**src/rtl/nn_pkg.sv**
```systemverilog
// Shared neuron-datapath definitions: accumulator width derivation, counter width
// and the reset value used by the valid/data stage registers.
package nn_pkg;

    localparam int   SAT_CNT_W       = 16;
    localparam logic STAGE_VALID_RST = 1'b0;

    function automatic int acc_width_f(input int width, input int accumulations);
        return width + $clog2(accumulations);
    endfunction

    // Round-half-up bias added before the right shift; zero when not rounding.
    function automatic int rnd_value_f(input int shift, input bit round_en);
        if (!round_en || shift == 0) begin
            return 0;
        end
        return 1 << (shift - 1);
    endfunction

endpackage

```
**src/rtl/act_stage_reg.sv**
```systemverilog
// One pipeline slot: a valid bit plus a data word, both advancing only when en_i is high.
module act_stage_reg
    import nn_pkg::*;
#(
    parameter int DW = 8
) (
    input  logic          clk,
    input  logic          reset,
    input  logic          en_i,
    input  logic          valid_i,
    input  logic [DW-1:0] data_i,
    output logic          valid_o,
    output logic [DW-1:0] data_o
);

    logic          valid_q, valid_d;
    logic [DW-1:0] data_q, data_d;

    // Data only loads alongside a valid token so bubbles leave the last result in place.
    always_comb begin
        valid_d = valid_q;
        data_d  = data_q;
        if (en_i) begin
            valid_d = valid_i;
            if (valid_i) begin
                data_d = data_i;
            end
        end
    end

    always_ff @(posedge clk or posedge reset) begin
        if (reset) begin
            valid_q <= STAGE_VALID_RST;
            data_q  <= '0;
        end else begin
            valid_q <= valid_d;
            data_q  <= data_d;
        end
    end

    assign valid_o = valid_q;
    assign data_o  = data_q;

endmodule

```
**src/rtl/act_requant.sv**
```systemverilog
// Bias add, ReLU + shift rescale and saturation to a WIDTH-bit activation, three stages.
// Build option ACT_ROUND_EN: round-half-up before the shift (truncate when undefined).
module act_requant
    import nn_pkg::*;
#(
    parameter int WIDTH         = 8,
    parameter int ACCUMULATIONS = 3,
    parameter int SHIFT         = 2
) (
    input  logic                                         clk,
    input  logic                                         reset,
    input  logic                                         in_valid,
    output logic                                         in_ready,
    input  logic [acc_width_f(WIDTH, ACCUMULATIONS)-1:0] acc_data,
    input  logic [acc_width_f(WIDTH, ACCUMULATIONS):0]   bias,
    output logic                                         out_valid,
    input  logic                                         out_ready,
    output logic [WIDTH-1:0]                             act_data,
    output logic                                         act_sat,
    output logic [SAT_CNT_W-1:0]                         sat_count
);

    localparam int ACC_WIDTH = acc_width_f(WIDTH, ACCUMULATIONS);
    localparam int SUM_W     = ACC_WIDTH + 2;
`ifdef ACT_ROUND_EN
    localparam bit ROUND_EN = 1'b1;
`else
    localparam bit ROUND_EN = 1'b0;
`endif
    localparam logic [SUM_W-1:0] RND_V   = SUM_W'(rnd_value_f(SHIFT, ROUND_EN));
    localparam logic [SUM_W-1:0] ACT_MAX = SUM_W'((1 << WIDTH) - 1);

    logic             en;
    logic             v1, v2, v3;
    logic [SUM_W-1:0] sum_d, sum_q;
    logic [SUM_W-1:0] r_rnd, r_d, r_q;
    logic [WIDTH:0]   s3_d, s3_q;
    logic [SAT_CNT_W-1:0] sat_cnt_q, sat_cnt_d;

    assign en       = !v3 || out_ready;
    assign in_ready = en;

    // Two guard bits make the signed sum overflow-free; zero-extend acc, sign-extend bias.
    assign sum_d = {2'b00, acc_data} + {bias[ACC_WIDTH], bias};

    always_comb begin
        r_rnd = sum_q + RND_V;
        r_d   = '0;
        if (!sum_q[SUM_W-1]) begin
            r_d = r_rnd >> SHIFT;
        end
    end

    always_comb begin
        s3_d = {1'b0, r_q[WIDTH-1:0]};
        if (r_q > ACT_MAX) begin
            s3_d = {1'b1, {WIDTH{1'b1}}};
        end
    end

    act_stage_reg #(.DW(SUM_W)) u_s1 (
        .clk     (clk),
        .reset   (reset),
        .en_i    (en),
        .valid_i (in_valid),
        .data_i  (sum_d),
        .valid_o (v1),
        .data_o  (sum_q)
    );

    act_stage_reg #(.DW(SUM_W)) u_s2 (
        .clk     (clk),
        .reset   (reset),
        .en_i    (en),
        .valid_i (v1),
        .data_i  (r_d),
        .valid_o (v2),
        .data_o  (r_q)
    );

    act_stage_reg #(.DW(WIDTH + 1)) u_s3 (
        .clk     (clk),
        .reset   (reset),
        .en_i    (en),
        .valid_i (v2),
        .data_i  (s3_d),
        .valid_o (v3),
        .data_o  (s3_q)
    );

    assign out_valid = v3;
    assign act_sat   = s3_q[WIDTH];
    assign act_data  = s3_q[WIDTH-1:0];

    always_comb begin
        sat_cnt_d = sat_cnt_q;
        if (v3 && out_ready && s3_q[WIDTH] && (sat_cnt_q != {SAT_CNT_W{1'b1}})) begin
            sat_cnt_d = sat_cnt_q + 1'b1;
        end
    end

    always_ff @(posedge clk or posedge reset) begin
        if (reset) begin
            sat_cnt_q <= '0;
        end else begin
            sat_cnt_q <= sat_cnt_d;
        end
    end

    assign sat_count = sat_cnt_q;

endmodule

```
**config.mk**
```make
export PLATFORM = sky130hd
export DESIGN_NAME = act_requant
export DESIGN_NICKNAME = d
export VERILOG_FILES = /design/src/rtl/nn_pkg.sv /design/src/rtl/act_stage_reg.sv /design/src/rtl/act_requant.sv
export SDC_FILE = /design/constraint.sdc
export NUM_CORES = 1
export LEC_CHECK = 0
export ABC_CLOCK_PERIOD_IN_PS = 2200
export CAP_MARGIN = 5
export CORE_MARGIN = 5
export CORE_UTILIZATION = 51
export CTS_CLUSTER_SIZE = 10
export DETAILED_ROUTE_END_ITERATION = 10
export PLACE_DENSITY_LB_ADDON = 0.12
export SYNTH_ARGS = -nofsm -noshare
export SYNTH_HDL_FRONTEND = slang
export SYNTH_SLANG_ARGS = --single-unit
```
**constraint.sdc**
```tcl
create_clock -name clk -period 2.2 [get_ports clk]
set_input_delay 0.22 -clock clk [delete_from_list [all_inputs] [get_ports clk]]
set_output_delay 0.22 -clock clk [all_outputs]
set_load 0.02 [all_outputs]
```
# Yosys cells after proc, flatten, opt, wreduce, memory -nomap -nowiden
# Index checks and enable logic that the tools add are counted.
# word_totals
register_bits	52
in_bits	25
out_inout_bits	27
wordCells	21
# classes
addsub	2
order_cmp	1
n_eq_ne	1
mux	2
n_reduce_logical	8
# ops
op	n
$mux W9	2
$add A16 B1 Y16 const B	1
$ne A16 B16 Y1 const B	1
$add A11 B11 Y12	1
$gt A12 B8 Y1 const B	1
$reduce_and A2 Y1	3
$logic_and A1 B1 Y1	3
$logic_not A1 Y1	1
$logic_or A1 B1 Y1	1

# Depth between registers and ports, before layout
# depth
word_depth	3
mapped_depth	7
depth_no_buf	6

# Modules after synthesis
# From an unflattened synthesis, not the netlist that was laid out.
# unflattened
hier_cells	221
hier_area_um2	2753.9
# modules_own_cells
module	n_inst	cells_per_inst	area_per_inst_um2	seq_area_each_um2
act_requant	1	138	1330.0	400.4
act_stage_reg at u_s1 ...	2	30	524.3	325.3
act_stage_reg at u_s3	1	23	375.4	250.2

# Least setup slack after synthesis
# OpenSTA, ideal clock, no wires.
# synth_path
path_type	register to register
from	register sat_cnt_q[8] (netlist: sat_count[8])
to	register sat_cnt_q[1] (netlist: sat_count[1])
setup_time_ps	125
arrival_time_ps	1669
required_ps	2075
setup_slack_ps	406
path_stages_with_launch	5
path_buffers	0
synth_period_minus_slack_ps	1794
path_cell_list	dfrtp_1 -> nand3_2 -> or3_4 -> o21bai_4 -> mux2_2
# synth_between
elab_chain_len	2
# synth_rtl
item	line	rtl
start, declared	act_requant.sv:38	logic [SAT_CNT_W-1:0] sat_cnt_q, sat_cnt_d;
start signal, assigned	act_requant.sv:106	sat_cnt_q <= sat_cnt_d;
$ne A16 B16 Y1	act_requant.sv:97	if (v3 && out_ready && s3_q[WIDTH] && (sat_cnt_q != {SAT_CNT_W{1'b1}})) begin
$logic_and A1 B1 Y1	act_requant.sv:97	
# No other way between the ends.
# A chain may end at the register's enable or synchronous reset.

# Final worst setup path
# layout_path
from	input port out_ready
to	output port in_ready
# layout_between
elab_chain_len	1
# layout_rtl
item	line	rtl
start, declared	act_requant.sv:17	input logic out_ready,
$logic_or A1 B1 Y1	act_requant.sv:40	assign en = !v3 || out_ready;
end, declared	act_requant.sv:13	output logic in_ready,
# No other way between the ends.

==> impl_metrics.prom <==
# TYPE chip_impl_metric gauge
chip_impl_metric{name="detail_route.wl_per_cell",unit="um"} 12.68
chip_impl_metric{name="switching_share",unit="%"} 34.93
chip_impl_metric{name="detail_route.first_pass.iterations",unit=""} 4
chip_impl_info{name="ys_top_cells_by_count",value="47 x dfrtp_1, 30 x nand2_1, 23 x nor2_1"} 1
chip_impl_info{name="critPathLaunchType",value="input port"} 1
chip_impl_metric{name="worst-r2r-cell-count",unit=""} 4
chip_impl_metric{name="crit_arrival",unit="ns"} 1.65
chip_impl_metric{name="number_of_sinks_on_the_clock_net",unit=""} 47
chip_impl_metric{name="design_area",unit="um2"} 3102
chip_impl_metric{name="crit_path_max_fanout",unit=""} 8
chip_impl_metric{name="number_of_vias_after_detailed_routing",unit=""} 1812
chip_impl_metric{name="area.growth.synth_to_final",unit="%"} 28.38
chip_impl_metric{name="synth_top_area_share",unit="%"} 48.68
chip_impl_metric{name="combPwrFrac",unit="%"} 36.3
chip_impl_metric{name="synth_seq_area_share",unit="%"} 48.68
chip_impl_info{name="crit-reg2reg-launch",value="sat_count[8]"} 1
chip_impl_metric{name="via_count_of_the_first_global_routing_pass",unit=""} 1748
chip_impl_info{name="timing.rr.end",value="sat_count[1]"} 1
chip_impl_metric{name="power",unit="mW"} 2.956
chip_impl_metric{name="cts_hold_buffers",unit=""} 0
chip_impl_metric{name="drt-vias-per-instance",unit=""} 5.148
chip_impl_metric{name="fmaxAchievable",unit="MHz"} 535.1
chip_impl_metric{name="post_cts.resized_instances",unit=""} 0
chip_impl_metric{name="yosys_warnings",unit=""} 0
chip_impl_metric{name="dr.first_iter.drc_count",unit=""} 107
chip_impl_metric{name="std_cell_rows",unit=""} 25
chip_impl_metric{name="detail_route.wirelength",unit="um"} 4463
chip_impl_metric{name="grt_max_degree",unit=""} 48
chip_impl_metric{name="r2r_setup_slack",unit="ns"} 0.42
chip_impl_metric{name="maxCapViolCount",unit=""} 0
chip_impl_metric{name="switchingPower",unit="mW"} 1.033
chip_impl_metric{name="cp_slowest_stage_delay",unit="ns"} 0.67
chip_impl_metric{name="syn-instance-count",unit=""} 242
chip_impl_metric{name="cts_setup_buffers",unit=""} 0
chip_impl_info{name="yosys-top-cells-area",value="dfrtp_1 49%, ha_1 5.2%, nand2_1 4.7%"} 1
chip_impl_metric{name="floorplan.die_area",unit="um2"} 6214
chip_impl_metric{name="pwr-share-clk",unit="%"} 19.3
chip_impl_metric{name="finalCritPeriodShare",unit="%"} 84.94
chip_impl_metric{name="vdd_ir_drop_max",unit="V"} 0.0003499
chip_impl_metric{name="grt_use_total",unit="%"} 15.57
chip_impl_info{name="clock-root-buffer",value="clkbuf_8"} 1
chip_impl_info{name="min-delay-path-class",value="in -> async"} 1
chip_impl_info{name="critical_path.cell_chain",value="clkdlybuf4s50_1 > nand2b_1 > clkdlybuf4s50_1"} 1
chip_impl_metric{name="floorplan.initialDensity",unit="%"} 51.84
chip_impl_metric{name="worst-path-buf-inv",unit=""} 2
chip_impl_metric{name="final-max-slew-violation-count",unit=""} 0
chip_impl_info{name="post-synth-top-area-cell",value="dfrtp_1"} 1
chip_impl_metric{name="ys_types",unit=""} 47
chip_impl_metric{name="period_minus_slack",unit="ns"} 1.869
chip_impl_metric{name="die-height",unit="um"} 78.83
chip_impl_metric{name="clock_insertion_delay_worst_skew",unit="ns"} 0.30
chip_impl_metric{name="placeableCoreArea",unit="um2"} 4661
chip_impl_metric{name="synth.net_count",unit=""} 277
chip_impl_metric{name="clock-skew-final",unit="ns"} 0.006024
chip_impl_metric{name="critPathRequiredTime",unit="ns"} 1.98
chip_impl_metric{name="htreeDepth",unit=""} 2
chip_impl_metric{name="async_reset_ff_share",unit="%"} 100.0
chip_impl_info{name="synth.most_common_cell",value="dfrtp_1"} 1
chip_impl_metric{name="final-setup-viol-count",unit=""} 0
chip_impl_info{name="unrepaired_setup_endpoints_after_global_routing",value="no"} 1
chip_impl_metric{name="grt_pass1_wl",unit="um"} 7831
chip_impl_metric{name="die_w",unit="um"} 78.83
chip_impl_metric{name="worst_setup_hold_path_clk_slew",unit="ns"} 0.09
chip_impl_info{name="dominantRegCellSynth",value="dfrtp_1"} 1
chip_impl_metric{name="grt_antenna_before_repair",unit=""} 0
chip_impl_info{name="critPathTopFamily",value="buffers and inverters"} 1
chip_impl_metric{name="ctsLongestPathBuffers",unit=""} 2
chip_impl_metric{name="drtAntennaViolNets",unit=""} 0
chip_impl_info{name="result_of_the_run",value="completed"} 1
chip_impl_info{name="tritoncts",value="yes"} 1
chip_impl_metric{name="worst_slew_margin_rel",unit="%"} 61.78
chip_impl_info{name="setup.worst_path.end_class",value="output port"} 1
chip_impl_metric{name="cell_internal_pwr",unit="mW"} 1.924
chip_impl_metric{name="power_density_cells",unit="nW/um2"} 953.0
chip_impl_metric{name="drc_errors",unit=""} 0
chip_impl_metric{name="worst-slew-pin-transition",unit="ns"} 0.5734
chip_impl_metric{name="setup_total_negative_slack",unit="ns"} 0
chip_impl_metric{name="synth_edf_count",unit=""} 0
chip_impl_info{name="criticalPathCategory",value="in -> out"} 1
chip_impl_metric{name="power.static_leakage",unit="nW"} 1.361
chip_impl_info{name="crit_slowest_cell",value="clkdlybuf4s50_1"} 1
chip_impl_metric{name="average_instance_area_after_synthesis",unit="um2"} 9.984
chip_impl_metric{name="seqPwrFrac",unit="%"} 44.4
chip_impl_metric{name="gr-total-overflow",unit=""} 0
chip_impl_metric{name="antenna-diode-count",unit=""} 0
chip_impl_metric{name="finalHoldViolations",unit=""} 0
chip_impl_info{name="cell_occurring_most_often_along_the_worst_timing_path",value="clkdlybuf4s50_1"} 1
chip_impl_metric{name="gpl.final_weighted_congestion",unit=""} 0.7633
chip_impl_metric{name="final_nets",unit=""} 332
chip_impl_metric{name="port_buffers",unit=""} 51
chip_impl_metric{name="post_route_cells_drive_above_1_share",unit="%"} 9.396
chip_impl_metric{name="number_of_buffers_created_by_cts",unit=""} 5
chip_impl_metric{name="hpwlAfterDp",unit="um"} 3423
chip_impl_metric{name="synth.cell_area",unit="um2"} 2416
chip_impl_metric{name="placedInstanceArea",unit="um2"} 2998
chip_impl_metric{name="synth.ff_latch_count",unit=""} 47
chip_impl_metric{name="io_pins",unit=""} 52
==> worst max-delay path by stage <==
stage,start,to,cells after the start
2_1_floorplan,sat_count[8],sat_count[1],4
3_3_place_gp,acc_data[1],u_s1.data_o[6],7
3_5_place_dp,acc_data[1],u_s1.data_o[6],7
4_1_cts,out_ready,in_ready,3
5_1_grt,out_ready,in_ready,3
6_report,out_ready,in_ready,3
==> worst min-delay path, delay by kind of cell <==
kind / cells / cell delay [ns]
buffers and inverters: 3 / 0.90
==> area by class of cell <==
class | instances | area (um2)
repair buffers | 56 | 548.0
fillers | 392 | 1559
multi-input cells | 176 | 1165
clock buffers | 7 | 96.34
inverters | 11 | 41.29
clock inverters | 1 | 7.507
flip-flops and latches | 47 | 1176
well taps | 54 | 67.56
==> power by group through the flow <==
stage | logic [mW] | clock network [mW] | registers [mW]
finish | 1.07 | 0.570 | 1.31
floorplan | 0.540 | 0 | 1.43
global route | 1.20 | 0.624 | 1.36
global placement | 1.06 | 0 | 1.33
detailed placement | 1.08 | 0 | 1.34
CTS | 1.09 | 0.593 | 1.32
==> through the flow <==
step           instances  util (%)  worst slack, ns  hold slack, ns
3_5_place_dp         344     64.32          0.01057          0.4408
2_1_floorplan        242         -           0.4059          0.3702
6_report             352     66.55           0.3313          0.3622
5_1_grt              352     66.55           0.2233          0.4409
4_1_cts              352     66.55           0.3289          0.3845
3_3_place_gp         344     64.32          0.03686          0.4441
==> cells by family (layout without fill, tap and decap cells) <==
| family | after synthesis | after routing | share of synthesized area [%] |
|---|---|---|---|
| simple gates | 99 | 99 | 21.60 |
| flops | 47 | 47 | 48.68 |
| mux | 2 | 2 | 0.9321 |
| compound gates | 47 | 47 | 13.98 |
| buf+inv | 19 | 75 | 3.107 |
| xor+xnor | 18 | 18 | 6.525 |
| fa+ha+maj | 10 | 10 | 5.179 |
==> layout by cell type (no fill, tap or decap), drive strengths merged, types with 2 or more instances in the layout <==
cell	synthesis	layout
o2111ai	2	2
nand2b	10	10
nand4	4	4
clkdlybuf4s50	0	51
o31ai	4	4
a211oi	2	2
inv	11	10
nor3b	4	4
xor2	12	12
o21a	2	2
buf	4	5
nand2	30	30
o21ai	15	15
nor3	6	6
nor2	23	23
xnor2	6	6
a21oi	13	13
nand3	9	9
and2	4	4
or2	2	2
o311ai	2	2
clkbuf	4	7
ha	10	10
mux2	2	2
dfrtp	47	47
==> registers in the layout, summed over array words and instances, names as in the netlist <==
signal / count
u_s2.data_o: 9
sat_count: 16
u_s3.data_o: 9
u_s1.data_o: 10
u_s2.valid_o: 1
u_s3.valid_o: 1
u_s1.valid_o: 1
==> metal layers <==
metal  track usage, %  vias up  part of all wire (%)
li1                 -      942                     -
met1            20.00      824                    47
met2            25.89       42                    46
met3            3.401        4                   4.9
met4            5.670        0                   1.6
met5                0        -                     0
No activity file was read; power rests on OpenSTA's default activity.
